<file path="src/rtl/jtopl_pkg.sv">
// Shared constants and types for the OPL CPU-side write decoder.
package jtopl_pkg;

    // Operator register bases (slot offset 0x00-0x15 added)
    localparam logic [7:0] OP_MULT  = 8'h20;
    localparam logic [7:0] OP_KSLTL = 8'h40;
    localparam logic [7:0] OP_ARDR  = 8'h60;
    localparam logic [7:0] OP_SLRR  = 8'h80;
    localparam logic [7:0] OP_WAV   = 8'hE0;

    // Channel register bases (channel 0-8 added)
    localparam logic [7:0] CH_FNLO  = 8'hA0;
    localparam logic [7:0] CH_FNHI  = 8'hB0;
    localparam logic [7:0] CH_FBCON = 8'hC0;

    // Global registers
    localparam logic [7:0] G_RHY  = 8'hBD;
    localparam logic [7:0] G_TEST = 8'h01;
    localparam logic [7:0] G_TA   = 8'h02;
    localparam logic [7:0] G_TB   = 8'h03;
    localparam logic [7:0] G_TCTL = 8'h04;
    localparam logic [7:0] G_CSM  = 8'h08;

    // Number of operator slots in one round; an update is held this many cen pulses
    localparam int HOLD_SLOTS = 18;

    // Index of the update strobe; bit position in the internal strobe vector
    typedef enum logic [2:0] {
        UP_MULT  = 3'd0,
        UP_KSLTL = 3'd1,
        UP_ARDR  = 3'd2,
        UP_SLRR  = 3'd3,
        UP_WAV   = 3'd4,
        UP_FNLO  = 3'd5,
        UP_FNHI  = 3'd6,
        UP_FBCON = 3'd7
    } up_sel_e;

    // Address decode result: hit = address lies in a register-file range,
    // valid = the slot/channel inside that range exists
    typedef struct packed {
        logic    hit;
        logic    valid;
        up_sel_e up;
        logic [1:0] group;
        logic [2:0] sub;
    } dec_t;

    typedef enum logic {
        ST_IDLE = 1'b0,
        ST_HOLD = 1'b1
    } hold_state_e;

    // Channel number to group (ch/3)
    function automatic logic [1:0] ch_group(input logic [3:0] ch);
        logic [1:0] g;
        if (ch >= 4'd6)      g = 2'd2;
        else if (ch >= 4'd3) g = 2'd1;
        else                 g = 2'd0;
        return g;
    endfunction

    // Channel number to subslot (ch%3)
    function automatic logic [2:0] ch_sub(input logic [3:0] ch);
        logic [2:0] s;
        case (ch)
            4'd1, 4'd4, 4'd7: s = 3'd1;
            4'd2, 4'd5, 4'd8: s = 3'd2;
            default:          s = 3'd0;
        endcase
        return s;
    endfunction

endpackage

</file>
<file path="src/rtl/jtopl_wrdec_if.sv">
// CPU bus of the OPL: chip select, write strobe, port select and data.
interface jtopl_wrdec_if;
    logic       cs_n;
    logic       wr_n;
    logic       addr;
    logic [7:0] din;

    modport master (output cs_n, wr_n, addr, din);
    modport slave  (input  cs_n, wr_n, addr, din);
endinterface

</file>
<file path="src/rtl/jtopl_wrdec_map.sv">
// Combinational map from a latched register address to strobe/slot selection.
module jtopl_wrdec_map
    import jtopl_pkg::*;
#(
    parameter int OPL_TYPE = 1
) (
    input  logic [7:0] addr,
    output dec_t       dec
);

    logic [4:0] off;
    logic [3:0] ch;
    logic       op_range;
    logic       ch_range;
    up_sel_e    op_up;
    up_sel_e    ch_up;

    assign off = addr[4:0];
    assign ch  = addr[3:0];

    // Operator band: upper three address bits select the parameter
    always_comb begin
        op_range = 1'b1;
        op_up    = UP_MULT;
        case (addr[7:5])
            OP_MULT[7:5]:  op_up = UP_MULT;
            OP_KSLTL[7:5]: op_up = UP_KSLTL;
            OP_ARDR[7:5]:  op_up = UP_ARDR;
            OP_SLRR[7:5]:  op_up = UP_SLRR;
            OP_WAV[7:5]: begin
                op_up    = UP_WAV;
                // plain OPL has no waveform registers at all
                op_range = (OPL_TYPE == 2);
            end
            default:       op_range = 1'b0;
        endcase
    end

    // Channel band: upper nibble selects the parameter; 0xBD is a global
    always_comb begin
        ch_range = 1'b1;
        ch_up    = UP_FNLO;
        case (addr[7:4])
            CH_FNLO[7:4]:  ch_up = UP_FNLO;
            CH_FNHI[7:4]:  begin
                ch_up    = UP_FNHI;
                ch_range = (addr != G_RHY);
            end
            CH_FBCON[7:4]: ch_up = UP_FBCON;
            default:       ch_range = 1'b0;
        endcase
    end

    // Merge both bands; offsets 6/7 within a group and group 3 do not exist
    always_comb begin
        dec = '0;
        if (op_range) begin
            dec.hit   = 1'b1;
            dec.valid = (off[4:3] != 2'b11) && (off[2:1] != 2'b11);
            dec.up    = op_up;
            dec.group = off[4:3];
            dec.sub   = off[2:0];
        end else if (ch_range) begin
            dec.hit   = 1'b1;
            dec.valid = (ch <= 4'd8);
            dec.up    = ch_up;
            dec.group = ch_group(ch);
            dec.sub   = ch_sub(ch);
        end
    end

endmodule

</file>
<file path="src/rtl/jtopl_wrdec.sv">
// OPL CPU write decoder: bus edge detect, address latch, held register-file
// updates for one full slot round, and the global control registers.
module jtopl_wrdec
    import jtopl_pkg::*;
#(
    parameter int OPL_TYPE = 1
) (
    input  logic              clk,
    input  logic              rst_n,
    input  logic              cen,
    jtopl_wrdec_if.slave      bus,
    output logic              write,
    output logic [7:0]        regdin,
    output logic [1:0]        sel_group,
    output logic [2:0]        sel_sub,
    output logic              up_mult,
    output logic              up_ksl_tl,
    output logic              up_ar_dr,
    output logic              up_sl_rr,
    output logic              up_wav,
    output logic              up_fnumlo,
    output logic              up_fnumhi,
    output logic              up_fbcon,
    output logic              busy,
    output logic              wave_mode,
    output logic              csm,
    output logic              note_sel,
    output logic [7:0]        value_A,
    output logic [7:0]        value_B,
    output logic              load_A,
    output logic              load_B,
    output logic              flagen_A,
    output logic              flagen_B,
    output logic              clr_flag,
    output logic              am_dep,
    output logic              vib_dep,
    output logic              rhy_en,
    output logic [4:0]        rhy_kon
);

    // ---------------- input stage ----------------
    logic       req;
    logic       idle_reg;      // req seen low on the previous clk
    logic       ev_reg;
    logic       ev_addr_reg;
    logic [7:0] ev_din_reg;
    logic [7:0] addr_reg;

    assign req = ~bus.cs_n & ~bus.wr_n;

    // Register the bus and flag a new access; idle_reg resets low so a
    // request already active at reset release is not taken as an event
    always_ff @(posedge clk or negedge rst_n) begin
        if (!rst_n) begin
            idle_reg    <= 1'b0;
            ev_reg      <= 1'b0;
            ev_addr_reg <= 1'b0;
            ev_din_reg  <= 8'd0;
        end else begin
            idle_reg    <= ~req;
            ev_reg      <= req & idle_reg;
            ev_addr_reg <= bus.addr;
            ev_din_reg  <= bus.din;
        end
    end

    logic data_ev;
    logic addr_ev;

    assign data_ev = ev_reg &  ev_addr_reg;
    assign addr_ev = ev_reg & ~ev_addr_reg;

    // Address port write latches the register number
    always_ff @(posedge clk or negedge rst_n) begin
        if (!rst_n) addr_reg <= 8'd0;
        else if (addr_ev) addr_reg <= ev_din_reg;
    end

    // ---------------- decode ----------------
    dec_t       dec;
    logic [7:0] up_onehot;

    jtopl_wrdec_map #(
        .OPL_TYPE (OPL_TYPE)
    ) u_map (
        .addr (addr_reg),
        .dec  (dec)
    );

    genvar gi;
    generate
        for (gi = 0; gi < 8; gi++) begin : g_onehot
            assign up_onehot[gi] = (dec.up == up_sel_e'(3'(gi)));
        end
    endgenerate

    // ---------------- update hold FSM ----------------
    hold_state_e state_reg, state_next;
    logic [4:0]  cnt_reg, cnt_next;
    logic [7:0]  up_reg, up_next;
    logic        load;
    logic        write_reg;
    logic [7:0]  regdin_reg;
    logic [1:0]  group_reg;
    logic [2:0]  sub_reg;

    // Next hold state: a valid write (re)starts the round, an invalid
    // register-file address cancels it, otherwise count slots down
    always_comb begin
        state_next = state_reg;
        cnt_next   = cnt_reg;
        up_next    = up_reg;
        load       = 1'b0;
        if (data_ev && dec.valid) begin
            load       = 1'b1;
            state_next = ST_HOLD;
            cnt_next   = 5'(HOLD_SLOTS);
            up_next    = up_onehot;
        end else if (data_ev && dec.hit) begin
            state_next = ST_IDLE;
            cnt_next   = 5'd0;
            up_next    = 8'd0;
        end else if (state_reg == ST_HOLD && cen) begin
            if (cnt_reg == 5'd1) begin
                state_next = ST_IDLE;
                cnt_next   = 5'd0;
                up_next    = 8'd0;
            end else begin
                cnt_next = cnt_reg - 5'd1;
            end
        end
    end

    // Hold state, strobes and the data/selection held for the register file
    always_ff @(posedge clk or negedge rst_n) begin
        if (!rst_n) begin
            state_reg  <= ST_IDLE;
            cnt_reg    <= 5'd0;
            up_reg     <= 8'd0;
            write_reg  <= 1'b0;
            regdin_reg <= 8'd0;
            group_reg  <= 2'd0;
            sub_reg    <= 3'd0;
        end else begin
            state_reg <= state_next;
            cnt_reg   <= cnt_next;
            up_reg    <= up_next;
            write_reg <= load;
            if (load) begin
                regdin_reg <= ev_din_reg;
                group_reg  <= dec.group;
                sub_reg    <= dec.sub;
            end
        end
    end

    // ---------------- global registers ----------------
    logic       wave_mode_reg, csm_reg, note_sel_reg;
    logic [7:0] value_a_reg, value_b_reg;
    logic       load_a_reg, load_b_reg, flagen_a_reg, flagen_b_reg;
    logic       clr_flag_reg;
    logic       am_dep_reg, vib_dep_reg, rhy_en_reg;
    logic [4:0] rhy_kon_reg;

    // Global registers update directly on the data event; a 0x04 write with
    // bit7 only resets the flags and leaves the timer controls untouched
    always_ff @(posedge clk or negedge rst_n) begin
        if (!rst_n) begin
            wave_mode_reg <= 1'b0;
            csm_reg       <= 1'b0;
            note_sel_reg  <= 1'b0;
            value_a_reg   <= 8'd0;
            value_b_reg   <= 8'd0;
            load_a_reg    <= 1'b0;
            load_b_reg    <= 1'b0;
            flagen_a_reg  <= 1'b0;
            flagen_b_reg  <= 1'b0;
            clr_flag_reg  <= 1'b0;
            am_dep_reg    <= 1'b0;
            vib_dep_reg   <= 1'b0;
            rhy_en_reg    <= 1'b0;
            rhy_kon_reg   <= 5'd0;
        end else begin
            clr_flag_reg <= 1'b0;
            if (data_ev) begin
                case (addr_reg)
                    G_TEST: if (OPL_TYPE == 2) wave_mode_reg <= ev_din_reg[5];
                    G_TA:   value_a_reg <= ev_din_reg;
                    G_TB:   value_b_reg <= ev_din_reg;
                    G_TCTL: begin
                        if (ev_din_reg[7]) begin
                            clr_flag_reg <= 1'b1;
                        end else begin
                            load_a_reg   <= ev_din_reg[0];
                            load_b_reg   <= ev_din_reg[1];
                            flagen_a_reg <= ~ev_din_reg[6];
                            flagen_b_reg <= ~ev_din_reg[5];
                        end
                    end
                    G_CSM: begin
                        csm_reg      <= ev_din_reg[7];
                        note_sel_reg <= ev_din_reg[6];
                    end
                    G_RHY: begin
                        am_dep_reg  <= ev_din_reg[7];
                        vib_dep_reg <= ev_din_reg[6];
                        rhy_en_reg  <= ev_din_reg[5];
                        rhy_kon_reg <= ev_din_reg[4:0];
                    end
                    default: ;
                endcase
            end
        end
    end

    // ---------------- outputs ----------------
    assign write     = write_reg;
    assign regdin    = regdin_reg;
    assign sel_group = group_reg;
    assign sel_sub   = sub_reg;
    assign busy      = (state_reg == ST_HOLD);

    assign up_mult   = up_reg[UP_MULT];
    assign up_ksl_tl = up_reg[UP_KSLTL];
    assign up_ar_dr  = up_reg[UP_ARDR];
    assign up_sl_rr  = up_reg[UP_SLRR];
    assign up_wav    = up_reg[UP_WAV];
    assign up_fnumlo = up_reg[UP_FNLO];
    assign up_fnumhi = up_reg[UP_FNHI];
    assign up_fbcon  = up_reg[UP_FBCON];

    assign wave_mode = wave_mode_reg;
    assign csm       = csm_reg;
    assign note_sel  = note_sel_reg;
    assign value_A   = value_a_reg;
    assign value_B   = value_b_reg;
    assign load_A    = load_a_reg;
    assign load_B    = load_b_reg;
    assign flagen_A  = flagen_a_reg;
    assign flagen_B  = flagen_b_reg;
    assign clr_flag  = clr_flag_reg;
    assign am_dep    = am_dep_reg;
    assign vib_dep   = vib_dep_reg;
    assign rhy_en    = rhy_en_reg;
    assign rhy_kon   = rhy_kon_reg;

endmodule

</file>
<file path="src/flat_wrapper.sv">
// flat-port wrapper written by rule: the top's interface ports become plain ports
module jtopl_wrdec_flat import jtopl_pkg::*;
#(
    parameter int OPL_TYPE = 1
)
  (clk, rst_n, cen, write, regdin, sel_group, sel_sub, up_mult, up_ksl_tl, up_ar_dr, up_sl_rr, up_wav, up_fnumlo, up_fnumhi, up_fbcon, busy, wave_mode, csm, note_sel, value_A, value_B, load_A, load_B, flagen_A, flagen_B, clr_flag, am_dep, vib_dep, rhy_en, rhy_kon, bus_cs_n, bus_wr_n, bus_addr, bus_din);
  jtopl_wrdec_if bus_i ();
  input  logic clk;
  input  logic rst_n;
  input  logic cen;
  output logic write;
  output logic [7:0] regdin;
  output logic [1:0] sel_group;
  output logic [2:0] sel_sub;
  output logic up_mult;
  output logic up_ksl_tl;
  output logic up_ar_dr;
  output logic up_sl_rr;
  output logic up_wav;
  output logic up_fnumlo;
  output logic up_fnumhi;
  output logic up_fbcon;
  output logic busy;
  output logic wave_mode;
  output logic csm;
  output logic note_sel;
  output logic [7:0] value_A;
  output logic [7:0] value_B;
  output logic load_A;
  output logic load_B;
  output logic flagen_A;
  output logic flagen_B;
  output logic clr_flag;
  output logic am_dep;
  output logic vib_dep;
  output logic rhy_en;
  output logic [4:0] rhy_kon;
  input wire logic [$bits(bus_i.cs_n)-1:0] bus_cs_n;
  input wire logic [$bits(bus_i.wr_n)-1:0] bus_wr_n;
  input wire logic [$bits(bus_i.addr)-1:0] bus_addr;
  input wire logic [$bits(bus_i.din)-1:0] bus_din;
  assign bus_i.cs_n = bus_cs_n;
  assign bus_i.wr_n = bus_wr_n;
  assign bus_i.addr = bus_addr;
  assign bus_i.din = bus_din;
  jtopl_wrdec #(.OPL_TYPE(OPL_TYPE)) u_core (.clk(clk), .rst_n(rst_n), .cen(cen), .bus(bus_i), .write(write), .regdin(regdin), .sel_group(sel_group), .sel_sub(sel_sub), .up_mult(up_mult), .up_ksl_tl(up_ksl_tl), .up_ar_dr(up_ar_dr), .up_sl_rr(up_sl_rr), .up_wav(up_wav), .up_fnumlo(up_fnumlo), .up_fnumhi(up_fnumhi), .up_fbcon(up_fbcon), .busy(busy), .wave_mode(wave_mode), .csm(csm), .note_sel(note_sel), .value_A(value_A), .value_B(value_B), .load_A(load_A), .load_B(load_B), .flagen_A(flagen_A), .flagen_B(flagen_B), .clr_flag(clr_flag), .am_dep(am_dep), .vib_dep(vib_dep), .rhy_en(rhy_en), .rhy_kon(rhy_kon));
endmodule
</file>
<file path="config.mk">
export PLATFORM = sky130hd
export DESIGN_NAME = jtopl_wrdec_flat
export DESIGN_NICKNAME = d
export VERILOG_FILES = /design/src/rtl/jtopl_pkg.sv /design/src/rtl/jtopl_wrdec_if.sv /design/src/rtl/jtopl_wrdec_map.sv /design/src/rtl/jtopl_wrdec.sv /design/src/flat_wrapper.sv
export SDC_FILE = /design/constraint.sdc
export NUM_CORES = 1
export LEC_CHECK = 0
export BUFFER_PORTS_ARGS = -buffer_cell sky130_fd_sc_hd__buf_2
export CAP_MARGIN = 0
export CELL_PAD_IN_SITES_DETAIL_PLACEMENT = 2
export CELL_PAD_IN_SITES_GLOBAL_PLACEMENT = 2
export CORE_ASPECT_RATIO = 0.8
export CORE_MARGIN = 8
export CORE_UTILIZATION = 36
export CTS_CLUSTER_SIZE = 24
export DETAILED_ROUTE_END_ITERATION = 7
export PLACE_DENSITY = 0.83
export SETUP_SLACK_MARGIN = 0.5
export SYNTH_ARGS = -nofsm -noshare
export SYNTH_HDL_FRONTEND = slang
export SYNTH_SLANG_ARGS = --single-unit
</file>
<file path="constraint.sdc">
create_clock -name clk -period 2.7 [get_ports clk]
set_input_delay 0.54 -clock clk [delete_from_list [all_inputs] [get_ports clk]]
set_output_delay 0.54 -clock clk [all_outputs]
set_load 0.03 [all_outputs]
</file>
==> results by stage <==
Run status:
- The run finished with clean final reports.

Routing:
- In this run the remaining antenna-violating nets after routing total 0.
- In the routed design, unresolved DRC markers number 0.
- The met2 layer wire length in the routed design is 5.14 mm.
- Dividing the detail-routed via count by the number of cells gives roughly 5.
- In this run the top signal layer used is met4.
- After the first detailed-routing iteration, the DRC count stood at between 100 and 150.
- The total iterations of the first detailed-routing run is 4.
- For this block, wires on met1 add up to 4.36 mm.
- In the final routed layout, each cell accounts on average for around 23 um.
- The routed length on met3 is ~430 um.
- The routed layout has around 2300 vias.
- The routed wire length is slightly above 10 mm.

Yosys:
- The commonest cells after synthesis are 78 x sky130_fd_sc_hd__dfrtp_1, 43 x sky130_fd_sc_hd__mux2_2, 13 x sky130_fd_sc_hd__nor2_1, 12 x sky130_fd_sc_hd__inv_1, 9 x sky130_fd_sc_hd__nand2_1.
- The post-synthesis instance area is 0.00333 mm2.
- The post-synthesis cell type count is 47.
- The cell type with the highest aggregate area in the netlist is sky130_fd_sc_hd__dfrtp_1.
- Sorting the synthesized cells by area gives the leading types as sky130_fd_sc_hd__dfrtp_1 59%, sky130_fd_sc_hd__mux2_2 15%, sky130_fd_sc_hd__mux2i_1 1.8%.
- The mean instance size in the synthesized netlist is around 13 um2.
- The synthesized design devotes to its leading area cell type between 50% and 60% of total area.
- The async set-reset flop share out of synthesis is between 90% and 100%.
- The sequential-to-total area share from yosys stat is between 50% and 60%.
- The register bit count reported by yosys is between 70 and 80.
- The synthesized netlist net count is 272.
- The prevailing post-synth register cell is sky130_fd_sc_hd__dfrtp_1.
- In the synthesized netlist, the number of instances is about 260.
- In the post-synthesis netlist, the cell with the most instances is sky130_fd_sc_hd__dfrtp_1.
- For this run, the number of Yosys warnings is 1.
- The count of flip-flops with a built-in enable after synthesis is 0.

Timing:
- The number of failing hold endpoints at the final stage was 0.
- The relative slew slack is 56.0%.
- For the final routed database, the setup TNS stands at 0 ps.
- For the final database, setup skew stands at 7.99 ps.
- Setup violations remaining at the end of the flow were counted as 0.
- Based on the critical path, the design can be clocked at up to approximately 0.47 GHz.
- The final hold slack is 192 ps.
- The max-slew violation count is 0.
- For the pin with the worst max-slew slack, the measured transition is approximately 660 ps.
- Setup repair after global routing could not meet its margin everywhere.
- Subtracting the final worst setup slack from the clock period gives approximately 2100 ps.
- In the finished design, the share of the clock period the worst path needs comes to 78.8%.

Clock tree:
- The clock latency on the worst-skew pair is between 300 and 400 ps.
- For this design, the CTS-stage hold fixing added 0 buffers.
- The number of clock sinks is roughly 80.
- The clock passes through at most 2 buffers.
- The clock transition at the register clock pins on the worst setup and hold paths after CTS is about 60 ps.
- The cell sitting at the root of the clock tree is a sky130_fd_sc_hd__clkbuf_16.
- The CTS tree is built.
- The H-tree generated during clock tree synthesis spans 3 levels.
- TritonCTS created 9 clock buffers.

Cells and area:
- Relative to the synthesized area, the layout overhead comes to 24.7%.
- The final instance count without filler cells is ~450.
- The repair_antennas step left the layout with diodes totalling 0.
- After the last flow step, the layout net total stands at around 340.
- The post-route netlist has 44.0% of its cells at a drive strength greater than 1.
- After filler insertion, the fill cell instance count of the layout stands at ~900.

Critical path:
- The required time reported for the critical path endpoint is roughly 2900 ps.
- Tracing the worst setup path back leads to its startpoint at u_core.addr_reg[5].
- The worst reg2reg path startpoint is u_core.addr_reg[5].
- STA classifies the critical path startpoint as a flip-flop.
- The critical path is of the flip-flop to flip-flop type.
- In this run the worst path has a maximum fanout of 14.
- The worst setup path is captured at a flip-flop.
- STA puts the critical path data arrival time at approximately 2300 ps.

Global route:
- After global routing the overflow that remains totals 0.
- The global-route wire length before repair is approximately 16 mm.
- The via count of the first global-routing pass came to ~2700.
- The initial antenna violation count is 0.
- Global routing used between 10% and 20% of the available tracks.
- The pin count of the biggest net entering global routing is 45.

Die:
- From bottom edge to top edge, the die measures between 100 and 150 um.
- The initial cell density of the core is between 30% and 40%.
- In this run the count of I/O pins placed on the die edge is 69.
- The x dimension of the die is around 120 um.
- The number of rows in the core area is 31.
- The core footprint is ~0.009 mm2.
- The die area is approximately 0.013 mm2.

Power:
- In this run the power density over the cells is just under 1000 mW/mm2.
- The analysis attributes to cell leakage a power of 0.00205 uW.
- The maximum resistive drop on vdd is 0.527 mV.
- The clock share of power is 33.8%.
- The logic gate share of total power is around a quarter.
- The fraction of power spent switching nets is between 30% and 40%.
- The sequential cell fraction of total power is about two fifths.
- The reported net switching power is between 1000 and 1500 uW.
- The internal portion of the total power is between 2000 and 3000 uW.

Placed design:
- The routability congestion estimate from global placement is between 0.7 and 0.8.
- Counting tap cells, the placed design contains a total of between 400 and 500 instances.
- The placed wire-length estimate after detailed placement is about 6.8 mm.
- The number of buffer cells added on primary ports is 67.

Worst hold path:
- The path class of the tightest hold or removal check is primary input to asynchronous set/reset pin.

Run:
- Across the run, the number of max-cap violations was 0.
[timing repair]
item / 4_1_cts / 5_1_grt
buffers inserted: 0 / 2
endpoints found under the setup margin: 25 / 25
resized for setup: 3 / 4
hold endpoints to repair: 0 / 0
pin swaps: 0 / 1
[cell families (layout without fill, tap and decap cells)]
kind of cell	after synthesis	in the layout	synth area share, %
flops	78	78	58.6
simple gates	57	57	10.6
mux	49	49	16.4
compound gates	39	39	9.06
buf+inv	28	104	3.95
fa+ha+maj	2	2	0.752
xor+xnor	2	2	0.526
other cells	1	1	0.113
[area by class of cell]
type / instances / area, um2 / share of cell area (%)
Sequential cell: 78 / 1960 / 47.2
Multi-Input combinational cell: 150 / 1250 / 30.2
Timing Repair Buffer: 76 / 418 / 10.1
Clock buffer: 12 / 236 / 5.70
Tap cell: 115 / 144 / 3.47
Clock inverter: 4 / 95.1 / 2.29
Inverter: 12 / 45.0 / 1.09
[through the flow]
step	setup WS, ps	area, um2	utilization (%)	power, uW
after floorplan	828	3330	-	2310
after global placement	542	3790	41.9	2620
after detailed placement	430	3790	41.9	2680
after CTS	502	4120	45.6	4090
after global routing	491	4150	45.9	4260
final	573	4150	45.9	4050
[worst paths after layout]
| kind | cells past startpoint | end | slack [ps] |
|---|---|---|---|
| worst max-delay path | 5 | u_core.value_A[3] | 570 |
| min in group clk | 1 | u_core.ev_addr_reg | 310 |
| worst max register to register | 5 | u_core.value_A[3] | 570 |
| max in group asynchronous | 2 | u_core.addr_reg[5] | 1790 |
| worst min register to register | 1 | u_core.up_reg[4] | 480 |
| worst min-delay path | 1 | u_core.value_B[1] | 190 |
[routing by layer]
metal | GRT usage, % | vias up
met3 | 4.47 | 14
met5 | 0 | -
li1 | - | 1050
met1 | 19.6 | 1178
met4 | 6.28 | 0
met2 | 29.0 | 54
[worst max-delay path, cell delays in order, from the launching register on]
cell	delay, ps
sky130_fd_sc_hd__dfrtp_2	510
sky130_fd_sc_hd__nor4_4	360
sky130_fd_sc_hd__nand3b_2	250
sky130_fd_sc_hd__nor4_4	330
sky130_fd_sc_hd__buf_4	200
sky130_fd_sc_hd__mux2_2	350
[power groups by stage]
stage                     clock network [uW]  registers [uW]  logic [uW]
after floorplan                            0            1830         477
after global placement                     0            1600        1020
after detailed placement                   0            1610        1070
after CTS                               1390            1610        1090
after global routing                    1450            1640        1170
final                                   1370            1610        1080
[layout by cell type, fill, tap and decap left out, types with 4 or more instances in the layout]
master                      synthesis  final
sky130_fd_sc_hd__o21ai_0            5      5
sky130_fd_sc_hd__dfrtp_2            0      4
sky130_fd_sc_hd__nand2_1            9      9
sky130_fd_sc_hd__mux2_2            43     43
sky130_fd_sc_hd__a22o_1             5      5
sky130_fd_sc_hd__inv_1             12     12
sky130_fd_sc_hd__dfrtp_1           78     74
sky130_fd_sc_hd__mux2i_1            6      6
sky130_fd_sc_hd__buf_4              1      9
sky130_fd_sc_hd__clkbuf_16          0      9
sky130_fd_sc_hd__nor3_1             8      8
sky130_fd_sc_hd__nor2_1            13     12
sky130_fd_sc_hd__buf_2              5     66
sky130_fd_sc_hd__a21oi_1            5      5
Power figures use the tool's default switching activity.
